==> src/rtl/me_sad_min_select_pkg.sv <==
// me_sad_min_select_pkg: shared ME constants, partition indices and MV type
// Contents: default SAD/MV widths, default search range, partition index
// constants PART_TL..PART_32X32, packed signed MV struct.
package me_sad_min_select_pkg;

    localparam int ME_SAD_W  = 16;
    localparam int ME_SRCH_R = 32;
    localparam int ME_MV_W   = 7;

    localparam logic [3:0] PART_TL    = 4'd0;
    localparam logic [3:0] PART_TR    = 4'd1;
    localparam logic [3:0] PART_BL    = 4'd2;
    localparam logic [3:0] PART_BR    = 4'd3;
    localparam logic [3:0] PART_TOP   = 4'd4;
    localparam logic [3:0] PART_BOT   = 4'd5;
    localparam logic [3:0] PART_LEFT  = 4'd6;
    localparam logic [3:0] PART_RIGHT = 4'd7;
    localparam logic [3:0] PART_32X32 = 4'd8;

    typedef struct packed {
        logic signed [ME_MV_W-1:0] x;
        logic signed [ME_MV_W-1:0] y;
    } me_mv_t;

endpackage

==> src/rtl/me_sad_min_select_if.sv <==
// me_sad_min_select_if: result stream from the SAD min-select to mode decision
// Signals: valid/ready handshake, part (partition 0..8), sad (best SAD,
// SAD_W+2 bits), mv_x/mv_y (signed best MV). master drives the result.
interface me_sad_min_select_if
    import me_sad_min_select_pkg::*;
#(
    parameter int SAD_W = ME_SAD_W,
    parameter int MV_W  = ME_MV_W
) ();

    logic                    valid;
    logic                    ready;
    logic [3:0]              part;
    logic [SAD_W+1:0]        sad;
    logic signed [MV_W-1:0]  mv_x;
    logic signed [MV_W-1:0]  mv_y;

    modport master (output valid, part, sad, mv_x, mv_y, input ready);
    modport slave  (input valid, part, sad, mv_x, mv_y, output ready);

endinterface

==> src/rtl/me_sad_min_select_min_reg.sv <==
// me_min_reg: best SAD/MV register for one partition with strict-less update
// Ports: clk, rst_n (async, active-low), init_i (sync reload to worst),
// en_i (candidate valid), sad_i/mv_x_i/mv_y_i (candidate), best_*_o (stored best).
module me_min_reg #(
    parameter int W    = 18,
    parameter int MV_W = 7
) (
    input  logic                   clk,
    input  logic                   rst_n,
    input  logic                   init_i,
    input  logic                   en_i,
    input  logic [W-1:0]           sad_i,
    input  logic signed [MV_W-1:0] mv_x_i,
    input  logic signed [MV_W-1:0] mv_y_i,
    output logic [W-1:0]           best_sad_o,
    output logic signed [MV_W-1:0] best_mv_x_o,
    output logic signed [MV_W-1:0] best_mv_y_o
);

    logic [W-1:0]           sad_q;
    logic signed [MV_W-1:0] mv_x_q, mv_y_q;

    // Strict less-than keeps the raster-first candidate on ties.
    always_ff @(posedge clk or negedge rst_n) begin
        if (!rst_n) begin
            sad_q  <= '1;
            mv_x_q <= '0;
            mv_y_q <= '0;
        end else if (init_i) begin
            sad_q  <= '1;
            mv_x_q <= '0;
            mv_y_q <= '0;
        end else if (en_i && sad_i < sad_q) begin
            sad_q  <= sad_i;
            mv_x_q <= mv_x_i;
            mv_y_q <= mv_y_i;
        end
    end

    assign best_sad_o  = sad_q;
    assign best_mv_x_o = mv_x_q;
    assign best_mv_y_o = mv_y_q;

endmodule

==> src/rtl/me_sad_min_select.sv <==
// me_sad_min_select: merges 16x16 SADs into 9 partitions, tracks per-partition minimum and streams results
// Ports: clk, rst_n (async, active-low), start_i (window start, IDLE only),
// sad_valid_i + sad_cb0_i..sad_cb3_i (TL/TR/BL/BR SADs, raster order),
// busy_o (window in progress), res (result stream master).
module me_sad_min_select
    import me_sad_min_select_pkg::*;
#(
    parameter int SAD_W  = ME_SAD_W,
    parameter int SRCH_R = ME_SRCH_R,
    parameter int MV_W   = ME_MV_W
) (
    input  logic             clk,
    input  logic             rst_n,
    input  logic             start_i,
    input  logic             sad_valid_i,
    input  logic [SAD_W-1:0] sad_cb0_i,
    input  logic [SAD_W-1:0] sad_cb1_i,
    input  logic [SAD_W-1:0] sad_cb2_i,
    input  logic [SAD_W-1:0] sad_cb3_i,
    output logic             busy_o,
    me_sad_min_select_if.master res
);

    localparam int              BW   = SAD_W + 2;
    localparam int              CW   = $clog2(2 * SRCH_R);
    localparam logic [CW-1:0]   CMAX = CW'(2 * SRCH_R - 1);

    localparam logic [1:0] IDLE   = 2'd0;
    localparam logic [1:0] SEARCH = 2'd1;
    localparam logic [1:0] FLUSH  = 2'd2;
    localparam logic [1:0] DRAIN  = 2'd3;

    logic [1:0]             state_q, state_d;
    logic [CW-1:0]          col_q, row_q;
    logic                   flush_q;
    logic                   accept, last, init, hs, load;
    logic [3:0]             sel;
    logic [BW-1:0]          cand[9];

    logic                   s1_valid_q;
    logic [BW-1:0]          s1_sad_q[9];
    logic signed [MV_W-1:0] s1_mv_x_q, s1_mv_y_q;

    logic [BW-1:0]          best_sad[9];
    logic signed [MV_W-1:0] best_mv_x[9], best_mv_y[9];

    logic                   out_valid_q;
    logic [3:0]             out_part_q;
    logic [BW-1:0]          out_sad_q;
    logic signed [MV_W-1:0] out_mv_x_q, out_mv_y_q;

    always_comb begin
        accept = state_q == SEARCH && sad_valid_i;
        last   = accept && col_q == CMAX && row_q == CMAX;
        init   = state_q == IDLE && start_i;
        hs     = out_valid_q && res.ready;
        // Reload the output word on DRAIN entry and on every non-final handshake.
        load   = state_q == DRAIN && (!out_valid_q || (hs && out_part_q != PART_32X32));
        sel    = (out_valid_q && out_part_q != PART_32X32) ? out_part_q + 4'd1 : PART_TL;
        state_d = state_q;
        case (state_q)
            IDLE:    state_d = start_i ? SEARCH : IDLE;
            SEARCH:  state_d = last ? FLUSH : SEARCH;
            FLUSH:   state_d = flush_q ? DRAIN : FLUSH;
            default: state_d = (hs && out_part_q == PART_32X32) ? IDLE : DRAIN;
        endcase
        cand[PART_TL]    = BW'(sad_cb0_i);
        cand[PART_TR]    = BW'(sad_cb1_i);
        cand[PART_BL]    = BW'(sad_cb2_i);
        cand[PART_BR]    = BW'(sad_cb3_i);
        cand[PART_TOP]   = BW'(sad_cb0_i) + BW'(sad_cb1_i);
        cand[PART_BOT]   = BW'(sad_cb2_i) + BW'(sad_cb3_i);
        cand[PART_LEFT]  = BW'(sad_cb0_i) + BW'(sad_cb2_i);
        cand[PART_RIGHT] = BW'(sad_cb1_i) + BW'(sad_cb3_i);
        cand[PART_32X32] = BW'(sad_cb0_i) + BW'(sad_cb1_i) + BW'(sad_cb2_i) + BW'(sad_cb3_i);
    end

    always_ff @(posedge clk or negedge rst_n) begin
        if (!rst_n) begin
            state_q     <= IDLE;
            col_q       <= '0;
            row_q       <= '0;
            flush_q     <= 1'b0;
            s1_valid_q  <= 1'b0;
            s1_sad_q    <= '{default: '0};
            s1_mv_x_q   <= '0;
            s1_mv_y_q   <= '0;
            out_valid_q <= 1'b0;
            out_part_q  <= '0;
            out_sad_q   <= '0;
            out_mv_x_q  <= '0;
            out_mv_y_q  <= '0;
        end else begin
            state_q    <= state_d;
            flush_q    <= state_q == FLUSH && !flush_q;
            s1_valid_q <= accept;
            if (init) begin
                col_q <= '0;
                row_q <= '0;
            end else if (accept) begin
                col_q <= col_q == CMAX ? '0 : col_q + 1'b1;
                row_q <= col_q == CMAX ? row_q + 1'b1 : row_q;
            end
            if (accept) begin
                s1_sad_q  <= cand;
                s1_mv_x_q <= $signed(MV_W'(col_q) - MV_W'(SRCH_R));
                s1_mv_y_q <= $signed(MV_W'(row_q) - MV_W'(SRCH_R));
            end
            if (load) begin
                out_valid_q <= 1'b1;
                out_part_q  <= sel;
                out_sad_q   <= best_sad[sel];
                out_mv_x_q  <= best_mv_x[sel];
                out_mv_y_q  <= best_mv_y[sel];
            end else if (hs) begin
                out_valid_q <= 1'b0;
            end
        end
    end

    for (genvar i = 0; i < 9; i++) begin : g_min
        me_min_reg #(.W(BW), .MV_W(MV_W)) u_min (
            .clk         (clk),
            .rst_n       (rst_n),
            .init_i      (init),
            .en_i        (s1_valid_q),
            .sad_i       (s1_sad_q[i]),
            .mv_x_i      (s1_mv_x_q),
            .mv_y_i      (s1_mv_y_q),
            .best_sad_o  (best_sad[i]),
            .best_mv_x_o (best_mv_x[i]),
            .best_mv_y_o (best_mv_y[i])
        );
    end

    assign busy_o    = state_q != IDLE;
    assign res.valid = out_valid_q;
    assign res.part  = out_part_q;
    assign res.sad   = out_sad_q;
    assign res.mv_x  = out_mv_x_q;
    assign res.mv_y  = out_mv_y_q;

endmodule
==> src/flat_wrapper.sv <==
// flat-port wrapper written by rule: the top's interface ports become plain ports
module me_sad_min_select_flat import me_sad_min_select_pkg::*;
#(
    parameter int SAD_W  = ME_SAD_W,
    parameter int SRCH_R = ME_SRCH_R,
    parameter int MV_W   = ME_MV_W
)
  (clk, rst_n, start_i, sad_valid_i, sad_cb0_i, sad_cb1_i, sad_cb2_i, sad_cb3_i, busy_o, res_valid, res_part, res_sad, res_mv_x, res_mv_y, res_ready);
  me_sad_min_select_if #(.SAD_W(SAD_W), .MV_W(MV_W)) res_i ();
  input  logic clk;
  input  logic rst_n;
  input  logic start_i;
  input  logic sad_valid_i;
  input  logic [SAD_W-1:0] sad_cb0_i;
  input  logic [SAD_W-1:0] sad_cb1_i;
  input  logic [SAD_W-1:0] sad_cb2_i;
  input  logic [SAD_W-1:0] sad_cb3_i;
  output logic busy_o;
  output wire logic [$bits(res_i.valid)-1:0] res_valid;
  output wire logic [$bits(res_i.part)-1:0] res_part;
  output wire logic [$bits(res_i.sad)-1:0] res_sad;
  output wire logic [$bits(res_i.mv_x)-1:0] res_mv_x;
  output wire logic [$bits(res_i.mv_y)-1:0] res_mv_y;
  input wire logic [$bits(res_i.ready)-1:0] res_ready;
  assign res_valid = res_i.valid;
  assign res_part = res_i.part;
  assign res_sad = res_i.sad;
  assign res_mv_x = res_i.mv_x;
  assign res_mv_y = res_i.mv_y;
  assign res_i.ready = res_ready;
  me_sad_min_select #(.SAD_W(SAD_W), .SRCH_R(SRCH_R), .MV_W(MV_W)) u_core (.clk(clk), .rst_n(rst_n), .start_i(start_i), .sad_valid_i(sad_valid_i), .sad_cb0_i(sad_cb0_i), .sad_cb1_i(sad_cb1_i), .sad_cb2_i(sad_cb2_i), .sad_cb3_i(sad_cb3_i), .busy_o(busy_o), .res(res_i));
endmodule
==> config.mk <==
export PLATFORM = sky130hd
export DESIGN_NAME = me_sad_min_select_flat
export DESIGN_NICKNAME = d
export VERILOG_FILES = /design/src/rtl/me_sad_min_select_pkg.sv /design/src/rtl/me_sad_min_select_if.sv /design/src/rtl/me_sad_min_select_min_reg.sv /design/src/rtl/me_sad_min_select.sv /design/src/flat_wrapper.sv
export SDC_FILE = /design/constraint.sdc
export NUM_CORES = 1
export LEC_CHECK = 0
export CELL_PAD_IN_SITES_DETAIL_PLACEMENT = 2
export CELL_PAD_IN_SITES_GLOBAL_PLACEMENT = 2
export CORE_UTILIZATION = 37
export CTS_BUF_LIST = sky130_fd_sc_hd__clkbuf_16
export DETAILED_ROUTE_END_ITERATION = 8
export PLACE_DENSITY = 0.75
export SYNTH_ARGS = -nofsm -noshare
export SYNTH_HDL_FRONTEND = slang
export SYNTH_HIERARCHICAL = 1
export SYNTH_SLANG_ARGS = --single-unit
==> constraint.sdc <==
create_clock -name clk -period 2.6 [get_ports clk]
set_input_delay 0.52 -clock clk [delete_from_list [all_inputs] [get_ports clk]]
set_output_delay 0.52 -clock clk [all_outputs]
set_load 0.05 [all_outputs]
==> impl_metrics.ini <==
[sta]
min_period_ns = 4.14
grt_setup_unrepaired = yes
worst_slack_ns = -1.54
fin_crit_sh_pct = 159
slew_headroom_pct = 40.8
setup_violations = 163
max_freq_ghz = 0.242
finalHoldViolCount = 0
timing.final.max_slew_violations = 0
worstMarginPinSlew_ns = 0.888
fin_skew_ns = 0.0333

[worst_setup_path]
path_cells = buf_8 > ha_4 > a21oi_4 > nor2b_4 > a31o_4 > o41a_1 > a21o_1 > a21oi_2 > xnor2_2 > fa_2 > ha_4 > a21oi_4 > o21ai_2 > a21o_1 > a21o_1 > a221oi_2 > xor2_1 > o21ai_1
startpoint_type = input port
worstPathMaxFanout = 4
crit_buf_inv = 1
slowest_stage = fa_2
slowest_delay_ns = 0.66
cp_top_family = compound AO/OA/AOI/OAI gates
crit_arrival_ns = 4.67
cp_data_required_time_ns = 3.13
endpoint_kind = flip-flop
path_common_cell = a21o_1
rrSetupSlack_ns = -0.47
worstSetupPathType = in -> reg

[placement]
placedCellCount = 5671
io_buffer_count = 106
place_congestion = 0.947
dp_hpwl_mm = 129
dpl_cell_area_sq_um = 44500

[power_and_ir_drop]
cellPowerDensity_nw_per_um2 = 1010
p_leak_nw = 20.1
max-vdd-ir-drop_mv = 0.623

[run]
cap_viol_max_count = 0

[clock_tree]
cts_sinks = 503
clockBufferDepth = 3
cts_inserted_buffers = 68
cts_tree = done
cts-root-buf = clkbuf_16
htree_levels = 3
cts.clk_slew.worst_paths_ns = 0.08
clock_latency_ns = 0.68

[yosys]
yosysUniqueCellTypes = 75
yosysWarnings = 6
synth_area_leaders = dfrtp_1 (23%), dfstp_2 (11%), ha_1 (7.9%)
yosysTopAreaCell = dfrtp_1
synth.top_cell.area_share_pct = 22.8
synthesis.area_sq_um = 37400
synth-edff-count = 0
ys.flop_type = dfrtp_1
synthCells = 3964
synth_seq_cells = 503
avgSynthCellArea_sq_um = 9.42
async_flop_share_pct = 100
ys_seq_area_share_pct = 34.2

[global_route]
grt_use_total_pct = 38.1
grt_pass1_vias = 41500
grt_max_degree = 101
grt_pass1_wl_mm = 290
antenna_found_initial = 16
grtUsageMet2_pct = 60.5
grtUsageMet1_pct = 47.6
overflow = 0
met3_usage_pct = 6.23
grt-busiest-layer = met2

[layout]
area.growth.synth_to_final_pct = 31.2
stdcell_area_sq_um = 49000
finalNonFillerCells = 5892
final_cell_mix = buf_4 (589), nand2_1 (422), dfrtp_1 (340)
fin_nets = 4855
drive_gt1_share_pct = 32.8
final_common_cell = buf_4

[detailed_routing]
drt_iter0_drc = 3847
drt_wl_total_mm = 218
wire_per_inst_um = 37.0
firstDrtPassIters = 7
vias = 39900
ant_nets = 0
via_per_inst = 6.77
drc = 2

[floorplan]
fp.dieArea_sq_um = 102000
dieHeight_um = 320
start_util_pct = 37.4
coreArea_sq_um = 100000
ios = 107
num_rows = 116
die_x_um = 320

[status]
status = complete, but fails checks
violations = DRC, setup timing

[min_path]
hold_class = in -> reg
cell usage after synthesis, types with 24 or more instances:
master     instances
a211oi_1         118
nand2_1          427
xor2_1            37
o2111ai_1        126
a221o_1           56
a22oi_1           38
mux2i_1           42
nor2_1            45
nand4_1           24
xnor2_1           31
dfstp_2          162
clkbuf_1         206
a211oi_2         100
nand2b_1          31
nand3_1          303
a21oi_1          143
mux2_2            30
a2111oi_0         73
buf_2             53
o211ai_1         130
o21ai_1           62
a21o_1            29
nor3_1           338
inv_1            232
ha_1             237
dfrtp_1          341
a2111oi_4         90
buf_4             27
o21ai_0          129
logic make-up after synthesis:
family / synth area share [%]
mux: 2.06
fa+ha+maj: 9.06
simple gates: 16.3
flops: 34.2
xor+xnor: 1.59
other cells: 0.0100
buf+inv: 7.15
compound gates: 29.6
final timing paths:
check	start	endpoint	cells after the start
worst max-delay path	sad_cb1_i[3]	u_core/s1_sad_q[14]	18
worst min-delay path	sad_cb0_i[3]	u_core/s1_sad_q[147]	4
worst max register to register	u_core/g_min[0].u_min/best_sad_o[7]	u_core/g_min[0].u_min/best_sad_o[7]	8
worst min register to register	u_core/flush_q	u_core/flush_q	1
max in group asynchronous	rst_n	u_core/g_min[5].u_min/best_sad_o[9]	3
min in group asynchronous	rst_n	u_core/g_min[0].u_min/best_mv_y_o[0]	2
routing by layer:
layer	wire length (um)	part of all wire, %	vias to the layer above
li1	-	-	16100
met1	82800	38	20600
met2	98200	45	2164
met3	17300	8.0	971
met4	19200	8.8	22
met5	181	0.083	-
what timing repair did:
item,4_1_cts,5_1_grt
endpoints found under the hold margin,14,0
hold buffers,1,0
gates resized for setup,224,260
setup buffers,39,47
setup endpoints to repair,221,209
cloned,2,5
pin swaps,78,76
worst reg2reg max path: stages (launching register included):
cell      delay [ns]
dfstp_2         0.58
inv_1           0.08
ha_1            0.35
a21oi_1         0.09
o21ai_0         0.52
or2_1           0.32
o21ai_2         0.10
buf_12          0.19
a211oi_1        0.66
through the flow:
step | util [%] | setup TNS, ns | hold WS (ns) | setup slack [ns] | total power, mW
after detailed placement | 44.5 | -80.83 | 0.432 | -2.51 | 35.0
after floorplan | - | -10.43 | 0.224 | -1.25 | 25.2
after CTS | 47.5 | -10.98 | 0.267 | -1.13 | 45.3
after global routing | 49.0 | -25.45 | 0.284 | -1.53 | 50.6
final | 49.0 | -24.77 | 0.290 | -1.54 | 49.4
after global placement | 44.5 | -62.67 | 0.418 | -2.16 | 33.7
where the power goes:
group / switching, mW / internal, mW
clock network: 4.20 / 4.90
registers: 3.96 / 11.2
logic: 15.5 / 9.62
flip-flops by register name, summed over array words and instances, names as in the netlist, 4 cells and up:
name / count
u_core/g_min.u_min/best_sad_o: 162
u_core/s1_sad_q: 150
u_core/g_min.u_min/best_mv_x_o: 63
u_core/g_min.u_min/best_mv_y_o: 63
u_core/res.sad: 18
u_core/res.mv_x: 7
u_core/res.mv_y: 7
u_core/col_q: 6
u_core/row_q: 6
u_core/s1_mv_x_q: 6
u_core/s1_mv_y_q: 6
u_core/res.part: 4
cell type report:
type,instances,area [sq um]
diodes,13,32.5
clock buffers,71,1780
clock inverters,52,214
fillers,10100,51000
inverters,244,926
multi-input cells,2896,23900
flip-flops and latches,503,12800
well taps,1298,1620
repair buffers,815,7730
(Power assumes the default switching activity.)
